===== src/rtl/dnn_pkg.sv =====
// Shared types and helpers for the dense-network output stages.
package dnn_pkg;

  typedef enum logic [1:0] {
    IDLE,
    SCAN,
    HOLD
  } argmax_state_t;

  function automatic int idx_width(input int n);
    return (n > 2) ? $clog2(n) : 1;
  endfunction

endpackage


===== src/rtl/dnn_argmax.sv =====
// Classification head: captures a score vector, scans it one element per cycle
// for the largest signed score, and presents index/score on a valid/ready port.
module dnn_argmax
  import dnn_pkg::*;
#(
  parameter int BitSize    = 32,
  parameter int NumClasses = 2,
  parameter int CountBits  = 8,
  localparam int IdxBits   = idx_width(NumClasses)
) (
  input  logic                                 clk,
  input  logic                                 res_n,
  input  logic                                 in_valid,
  input  logic [NumClasses-1:0][BitSize-1:0]   in_data,
  input  logic                                 in_last,
  output logic                                 in_ready,
  output logic                                 out_valid,
  input  logic                                 out_ready,
  output logic [IdxBits-1:0]                   out_index,
  output logic [BitSize-1:0]                   out_max,
  output logic                                 out_last,
  output logic [CountBits-1:0]                 out_count
);

  localparam logic [IdxBits-1:0] LastIdx = IdxBits'(NumClasses - 1);

  function automatic logic [CountBits-1:0] sat_inc(input logic [CountBits-1:0] c);
    return (c == '1) ? c : c + CountBits'(1);
  endfunction

  argmax_state_t                      state_q, state_d;
  logic [NumClasses-1:0][BitSize-1:0] vec_q, vec_d;
  logic                               last_q, last_d;
  logic [IdxBits-1:0]                 ptr_q, ptr_d;
  logic [IdxBits-1:0]                 best_idx_q, best_idx_d;
  logic signed [BitSize-1:0]          best_q, best_d;
  logic signed [BitSize-1:0]          cand;
  logic                               out_valid_q, out_valid_d;
  logic [IdxBits-1:0]                 out_index_q, out_index_d;
  logic signed [BitSize-1:0]          out_max_q, out_max_d;
  logic                               out_last_q, out_last_d;
  logic [CountBits-1:0]               count_q, count_d;

  always_comb begin
    state_d     = state_q;
    vec_d       = vec_q;
    last_d      = last_q;
    ptr_d       = ptr_q;
    best_idx_d  = best_idx_q;
    best_d      = best_q;
    out_valid_d = out_valid_q;
    out_index_d = out_index_q;
    out_max_d   = out_max_q;
    out_last_d  = out_last_q;
    count_d     = count_q;
    cand        = signed'(vec_q[ptr_q]);

    case (state_q)
      IDLE: begin
        if (in_valid) begin
          vec_d      = in_data;
          last_d     = in_last;
          best_d     = signed'(in_data[0]);
          best_idx_d = '0;
          ptr_d      = IdxBits'(1);
          state_d    = (NumClasses == 1) ? HOLD : SCAN;
        end
      end
      SCAN: begin
        // Strictly-greater replace keeps the lower index on ties.
        if (cand > best_q) begin
          best_d     = cand;
          best_idx_d = ptr_q;
        end
        if (ptr_q == LastIdx) begin
          state_d = HOLD;
        end else begin
          ptr_d = ptr_q + IdxBits'(1);
        end
      end
      HOLD: begin
        // First HOLD cycle publishes the result into the output registers.
        if (!out_valid_q) begin
          out_valid_d = 1'b1;
          out_index_d = best_idx_q;
          out_max_d   = best_q;
          out_last_d  = last_q;
        end else if (out_ready) begin
          out_valid_d = 1'b0;
          count_d     = sat_inc(count_q);
          state_d     = IDLE;
        end
      end
      default: state_d = IDLE;
    endcase
  end

  always_ff @(posedge clk) begin
    if (res_n) begin
      state_q     <= IDLE;
      ptr_q       <= '0;
      best_idx_q  <= '0;
      last_q      <= 1'b0;
      out_valid_q <= 1'b0;
      out_index_q <= '0;
      out_max_q   <= '0;
      out_last_q  <= 1'b0;
      count_q     <= '0;
    end else begin
      state_q     <= state_d;
      ptr_q       <= ptr_d;
      best_idx_q  <= best_idx_d;
      last_q      <= last_d;
      out_valid_q <= out_valid_d;
      out_index_q <= out_index_d;
      out_max_q   <= out_max_d;
      out_last_q  <= out_last_d;
      count_q     <= count_d;
    end
  end

  always_ff @(posedge clk) begin
    vec_q  <= vec_d;
    best_q <= best_d;
  end

  assign in_ready  = (state_q == IDLE);
  assign out_valid = out_valid_q;
  assign out_index = out_index_q;
  assign out_max   = out_max_q;
  assign out_last  = out_last_q;
  assign out_count = count_q;

endmodule


===== config.mk =====
export PLATFORM = sky130hd
export DESIGN_NAME = dnn_argmax
export DESIGN_NICKNAME = d
export VERILOG_FILES = /design/src/rtl/dnn_pkg.sv /design/src/rtl/dnn_argmax.sv
export SDC_FILE = /design/constraint.sdc
export NUM_CORES = 1
export LEC_CHECK = 0
export ABC_AREA = 0
export CAP_MARGIN = 15
export CORE_MARGIN = 2
export CORE_UTILIZATION = 30
export DETAILED_ROUTE_END_ITERATION = 10
export DONT_BUFFER_PORTS = 1
export PLACE_DENSITY_LB_ADDON = 0.2
export SYNTH_ARGS = -nofsm -noshare
export SYNTH_HDL_FRONTEND = slang
export SYNTH_SLANG_ARGS = --single-unit

===== constraint.sdc =====
create_clock -name clk -period 9.45 [get_ports clk]
set_input_delay 1.89 -clock clk [delete_from_list [all_inputs] [get_ports clk]]
set_output_delay 1.89 -clock clk [all_outputs]
set_load 0.1 [all_outputs]

# Yosys cells after proc, flatten, opt, wreduce, memory -nomap -nowiden
# Cells that the tools add are included.
dict set report op_classes {
  add_sub_neg 2
  order_cmp 2
  n_eq_ne 8
  muxes 18
  bitwise 2
  n_reduce_logical 8
}
# operator count
set op_table {}
lappend op_table {{$mux W32} 4}
lappend op_table {{$pmux W32 S2} 1}
lappend op_table {{$gt A32 B32 Y1} 1}
lappend op_table {{$ne A2 B2 Y1 const B} 5}
lappend op_table {{$add A8 B1 Y8 const B} 1}
lappend op_table {{$eq A8 B8 Y1 const B} 1}
lappend op_table {{$mux W2} 4}
lappend op_table {{$reduce_and A4 Y1} 2}
lappend op_table {{$mux W1} 6}
lappend op_table {{$pmux W2 S3} 1}
lappend op_table {{$reduce_and A2 Y1} 3}
lappend op_table {{$pmux W1 S2} 2}
lappend op_table {{$reduce_and A3 Y1} 1}
lappend op_table {{$eq A2 B1 Y1 const B} 1}
lappend op_table {{$eq A2 B2 Y1 const B} 1}
lappend op_table {{$logic_not A2 Y1} 1}
lappend op_table {{$lt A1 B2 Y1 const B} 1}
lappend op_table {{$not A1 Y1} 2}
lappend op_table {{$reduce_bool A2 Y1} 1}
lappend op_table {{$add A1 B1 Y1 const B} 1}
dict set report totals {
  regBits 144
  inputBits 69
  out_inout_bits 44
  wordCells 52
}

# Longest topological paths before layout
dict set report logic_depth {
  word_depth 5
  depth_mapped 11
  ltp_nobuf 9
}

# Worst setup path before layout
# No wires, ideal clock.
dict set report synth_path {
  path_type {input port to flip-flop}
  start {in in_valid}
  end {reg vec_q[0] in the netlist's numbering, enable pin}
  setup_time_ns 0.419
  t_arrival_ns 3.347
  t_required_ns 9.031
  setup_slack_ns 5.684
  cell_stages 2
  n_path_buf 0
  cell_sequence {nand2_1 inv_1}
}
dict set report synth_between {
  elab_chain_len 1
}
# element line
set synth_rtl {}
lappend synth_rtl {{from (decl)} dnn_argmax.sv:13} ;# input logic in_valid,
lappend synth_rtl {{$reduce_and A2 Y1 (no source line)} -}
lappend synth_rtl {{to (signal assigned)} dnn_argmax.sv:123} ;# vec_q <= vec_d;
lappend synth_rtl {{to (decl)} dnn_argmax.sv:32} ;# logic [NumClasses-1:0][BitSize-1:0] vec_q, vec_d;
# No other way between the ends.
# A chain may end at the register's enable or synchronous reset.

# Worst setup path in the final report
dict set report layout_path {
  start {reg ptr_q}
  end {reg best_q[29], enable pin}
}
dict set report layout_between {
  elab_chain_len 5
}
# element line
set layout_rtl {}
lappend layout_rtl {{from (decl)} dnn_argmax.sv:34} ;# logic [IdxBits-1:0] ptr_q, ptr_d;
lappend layout_rtl {{from (signal assigned)} dnn_argmax.sv:111} ;# ptr_q <= ptr_d;
lappend layout_rtl {{$mux W32 (not written as such) (2 in series)} dnn_argmax.sv:56} ;# cand = signed'(vec_q[ptr_q]);
lappend layout_rtl {{$gt A32 B32 Y1} dnn_argmax.sv:71} ;# if (cand > best_q) begin
lappend layout_rtl {{$ne A2 B2 Y1 (no source line)} -}
lappend layout_rtl {{$reduce_and A3 Y1 (no source line)} -}
lappend layout_rtl {{to (signal assigned)} dnn_argmax.sv:124} ;# best_q <= best_d;
lappend layout_rtl {{to (decl)} dnn_argmax.sv:36} ;# logic signed [BitSize-1:0] best_q, best_d;
# No other way between the ends. The select of a mux whose other input is x is not followed.

==> metrics.csv <==
stage,metric,value,unit
logic_synthesis,synthesis.nets,600,
run,drv_cap,0,
power,p_comb_frac,0.117,
power,internal_power,1.21,mW
final_layout,antennaDiodeCount,0,
power,p_clk_frac,0.396,
die,coreArea,20400,um2
sta,fin_crit_sh,0.418,
detailed_routing,ant_nets,0,
critical_path,cp-end-kind,flop,
critical_path,crit_start,ptr_q,
cts,cts-htree-levels,4,
cts,post_cts_resized,0,
logic_synthesis,synth_ff_type,edfxtp_1,
global_route,grt_max_degree,65,
logic_synthesis,yosysSeqAreaShare,0.612,
critical_path,timing.rr.end,best_q[29],
cts,numCtsBuffers,17,
detailed_routing,finalWirelength,14000,um
critical_path,rrSetupSlack,5.50,ns
cts,hold_buffers,0,
power,p_sw_frac,0.267,
die,ioPinCount,113,
placement,pre_cts_ws,5.37,ns
detailed_routing,routed_via_density,4.63,
critical_path,ff2ff_path_depth,9,
global_route,overflow,0,
critical_path,start_kind,flop,
detailed_routing,first_pass_iters,5,
sta,fin_tns_setup,0,ns
sta,rsz0062_at_grt,false,
logic_synthesis,syn_area,6280,um2
sta,timing.fmax,253,MHz
logic_synthesis,yosys.area.top_type_share,0.459,
detailed_routing,drc,0,
critical_path,worstSetupPathType,reg2reg,
final_layout,multiInputGateArea,2230,um2
cts,max-clock-path-buffers,2,
global_route,grt_first_pass_wirelength,21700,um
sta,fin_worst_skew,0.0102,ns
placement,gp_congestion,0.718,
sta,slew_headroom,0.254,
critical_path,timing.critical_path.required,9.41,ns
sta,tightest_slew,1.12,ns
logic_synthesis,ys_top_cells_by_area,"edfxtp_1, dfxtp_1, mux2_2",
placement,place_hpwl,9170,um
die,start_util,0.308,
cts,path_clk_slew,0.06,ns
sta,min_period,3.95,ns
logic_synthesis,synthCells,498,
final_layout,drive_above_1_share,0.220,
worst_hold_path,hold_path_class,reg2reg,
power,p_per_area,231,nW/um2
logic_synthesis,synth_edf_count,96,
placement,placed_area,6540,um2
die,fp.dieW,149,um
global_route,antenna_found_initial,0,
global_route,track_usage,0.132,
critical_path,reg2reg_from,ptr_q,
sta,maxSlewViolCount,0,
final_layout,stdcell_area,7110,um2
logic_synthesis,synth_seq_cells,144,
die,std_cell_rows,52,
logic_synthesis,synth_cell_types,42,
worst_hold_path,hold_depth,2,
worst_hold_path,min_delay_worst_endpoint,out_last,
power,peakVddDrop,0.000104,V
logic_synthesis,yosys-top-cells-count,"edfxtp_1, nand2_1, mux2_2, a21oi_1, dfxtp_1",
global_route,grt_pass1_vias,3879,
sta,timing.final.ws_setup,5.50,ns
worst_hold_path,min_from,last_q,
die,die_h,149,um
final_layout,seqCellArea,3840,um2
detailed_routing,vias,3613,
power,finalPower,1.65,mW
cts,cts_tree,yes,
detailed_routing,dr.first_iter.drc_count,137,
cts,cts.sinks,144,
sta,setup_violations,0,
critical_path,worstPathArrival,3.91,ns
sta,hold_violations,0,
logic_synthesis,synth_area_leader_cell,edfxtp_1,
run_status,status,"complete, no violations",
final_layout,areaGrowthSynthToFinish,13.3,%
final_layout,fill_cells,1969,
logic_synthesis,async_flop_share,0,
logic_synthesis,yosys_warnings,0,
die,die_area,22100,um2
power,p_seq_frac,0.488,
critical_path,worstPathMaxFanout,33,
cts,insertion_delay,0.42,ns
power,total_switching_power,0.439,mW
final_layout,fin_nets,599,
logic_synthesis,yosysMostFrequentCell,edfxtp_1,
final_layout,fin_util,0.349,
detailed_routing,routedWlPerCell,17.9,um
placement,port_buffers,0,
cts,postCtsSetupRepairBufs,0,
cts,cts-root-buf,clkbuf_16,
power,power_leakage,2.60,nW
logic_synthesis,avgSynthCellArea,12.6,um2
-- cell families (layout without fill, tap and decap cells) --
family | after synthesis | in the layout | share of synthesized area
flip-flops | 144 | 144 | 0.612
AND/OR/NAND/NOR | 127 | 127 | 0.0993
AO/OA/AOI/OAI | 68 | 68 | 0.0606
multiplexers | 67 | 67 | 0.119
buffers and inverters | 54 | 66 | 0.0357
adder cells (fa/ha/maj) | 33 | 33 | 0.0658
XOR/XNOR | 5 | 5 | 0.00698
-- power by group through the flow --
stage               combinational, mW  clock, mW  sequential (mW)
global placement                0.194          0            0.816
finish                          0.192      0.652            0.803
floorplan                       0.160          0            0.801
CTS                             0.198      0.670            0.804
global route                    0.221      0.696            0.810
detailed placement              0.197          0            0.817
-- worst max-delay path by stage --
stage,end,slack [ns],cells past startpoint
after floorplan,vec_q[0],5.68,2
after global placement,best_q[20],5.41,8
after detailed placement,best_q[21],5.37,8
after CTS,best_q[29],5.35,8
after global routing,best_q[29],5.04,9
final,best_q[29],5.50,9
-- metal layers --
| layer | routed length [um] | track usage | up-vias | part of all wire |
|---|---|---|---|---|
| met5 | 0 | 0 | - | 0 |
| met4 | 163 | 0.0443 | 0 | 0.012 |
| met3 | 1070 | 0.0518 | 13 | 0.077 |
| met2 | 6800 | 0.226 | 91 | 0.49 |
| met1 | 5930 | 0.153 | 1734 | 0.42 |
| li1 | - | - | 1775 | - |
-- critical path, stage by stage (launching register included) --
cell and delay [ns]:
dfxtp_2 0.95, mux2_2 0.43, ha_1 0.30, nand4_1 0.22, nor3_1 0.09, a221oi_1 0.25
o21ai_0 0.18, a21oi_1 0.18, mux2i_1 0.32, nand2_2 0.56
-- flip-flops by register name, indices dropped and copies added (netlist names) --
register / cells
vec_q: 64
best_q: 32
out_max: 32
out_count: 8
state_q: 2
best_idx_q: 1
last_q: 1
out_index: 1
out_last: 1
out_valid: 1
ptr_q: 1
-- final cells by class --
cell class	count	share of cell area
Clock buffer	18	0.0603
Clock inverter	14	0.0201
Inverter	33	0.0174
Multi-Input combinational cell	300	0.313
Sequential cell	144	0.541
Tap cell	270	0.0475
Timing Repair Buffer	1	0.00106
-- per-stage QoR --
stage          instances  hold WS (ns)
3_3_place_gp         748         0.437
6_report             780         0.438
5_1_grt              780         0.477
4_1_cts              780         0.443
3_5_place_dp         748         0.443
2_1_floorplan        498         0.429
-- placed cells by master, fill, tap and decap left out, types with 2 or more instances in the layout --
master	synthesis	final
nand2_1	84	83
edfxtp_1	96	96
o211ai_1	2	2
clkinvlp_4	0	3
a221oi_1	2	2
mux2i_1	5	5
inv_1	33	32
clkbuf_16	0	17
and4_1	2	2
xor2_1	4	4
dfxtp_1	48	47
clkinv_4	0	3
mux2_2	62	62
nor3_1	3	3
and3_1	2	2
nand4_1	6	6
nand4_2	2	2
nor2b_4	1	2
a31oi_1	2	2
nor2_1	8	7
a21oi_1	51	51
bufinv_16	0	2
or3_1	2	2
ha_1	33	33
nand2b_2	0	2
o21ai_0	5	5
clkinv_2	0	5
nand3_1	5	5
No activity file was read; power rests on OpenSTA's default activity.
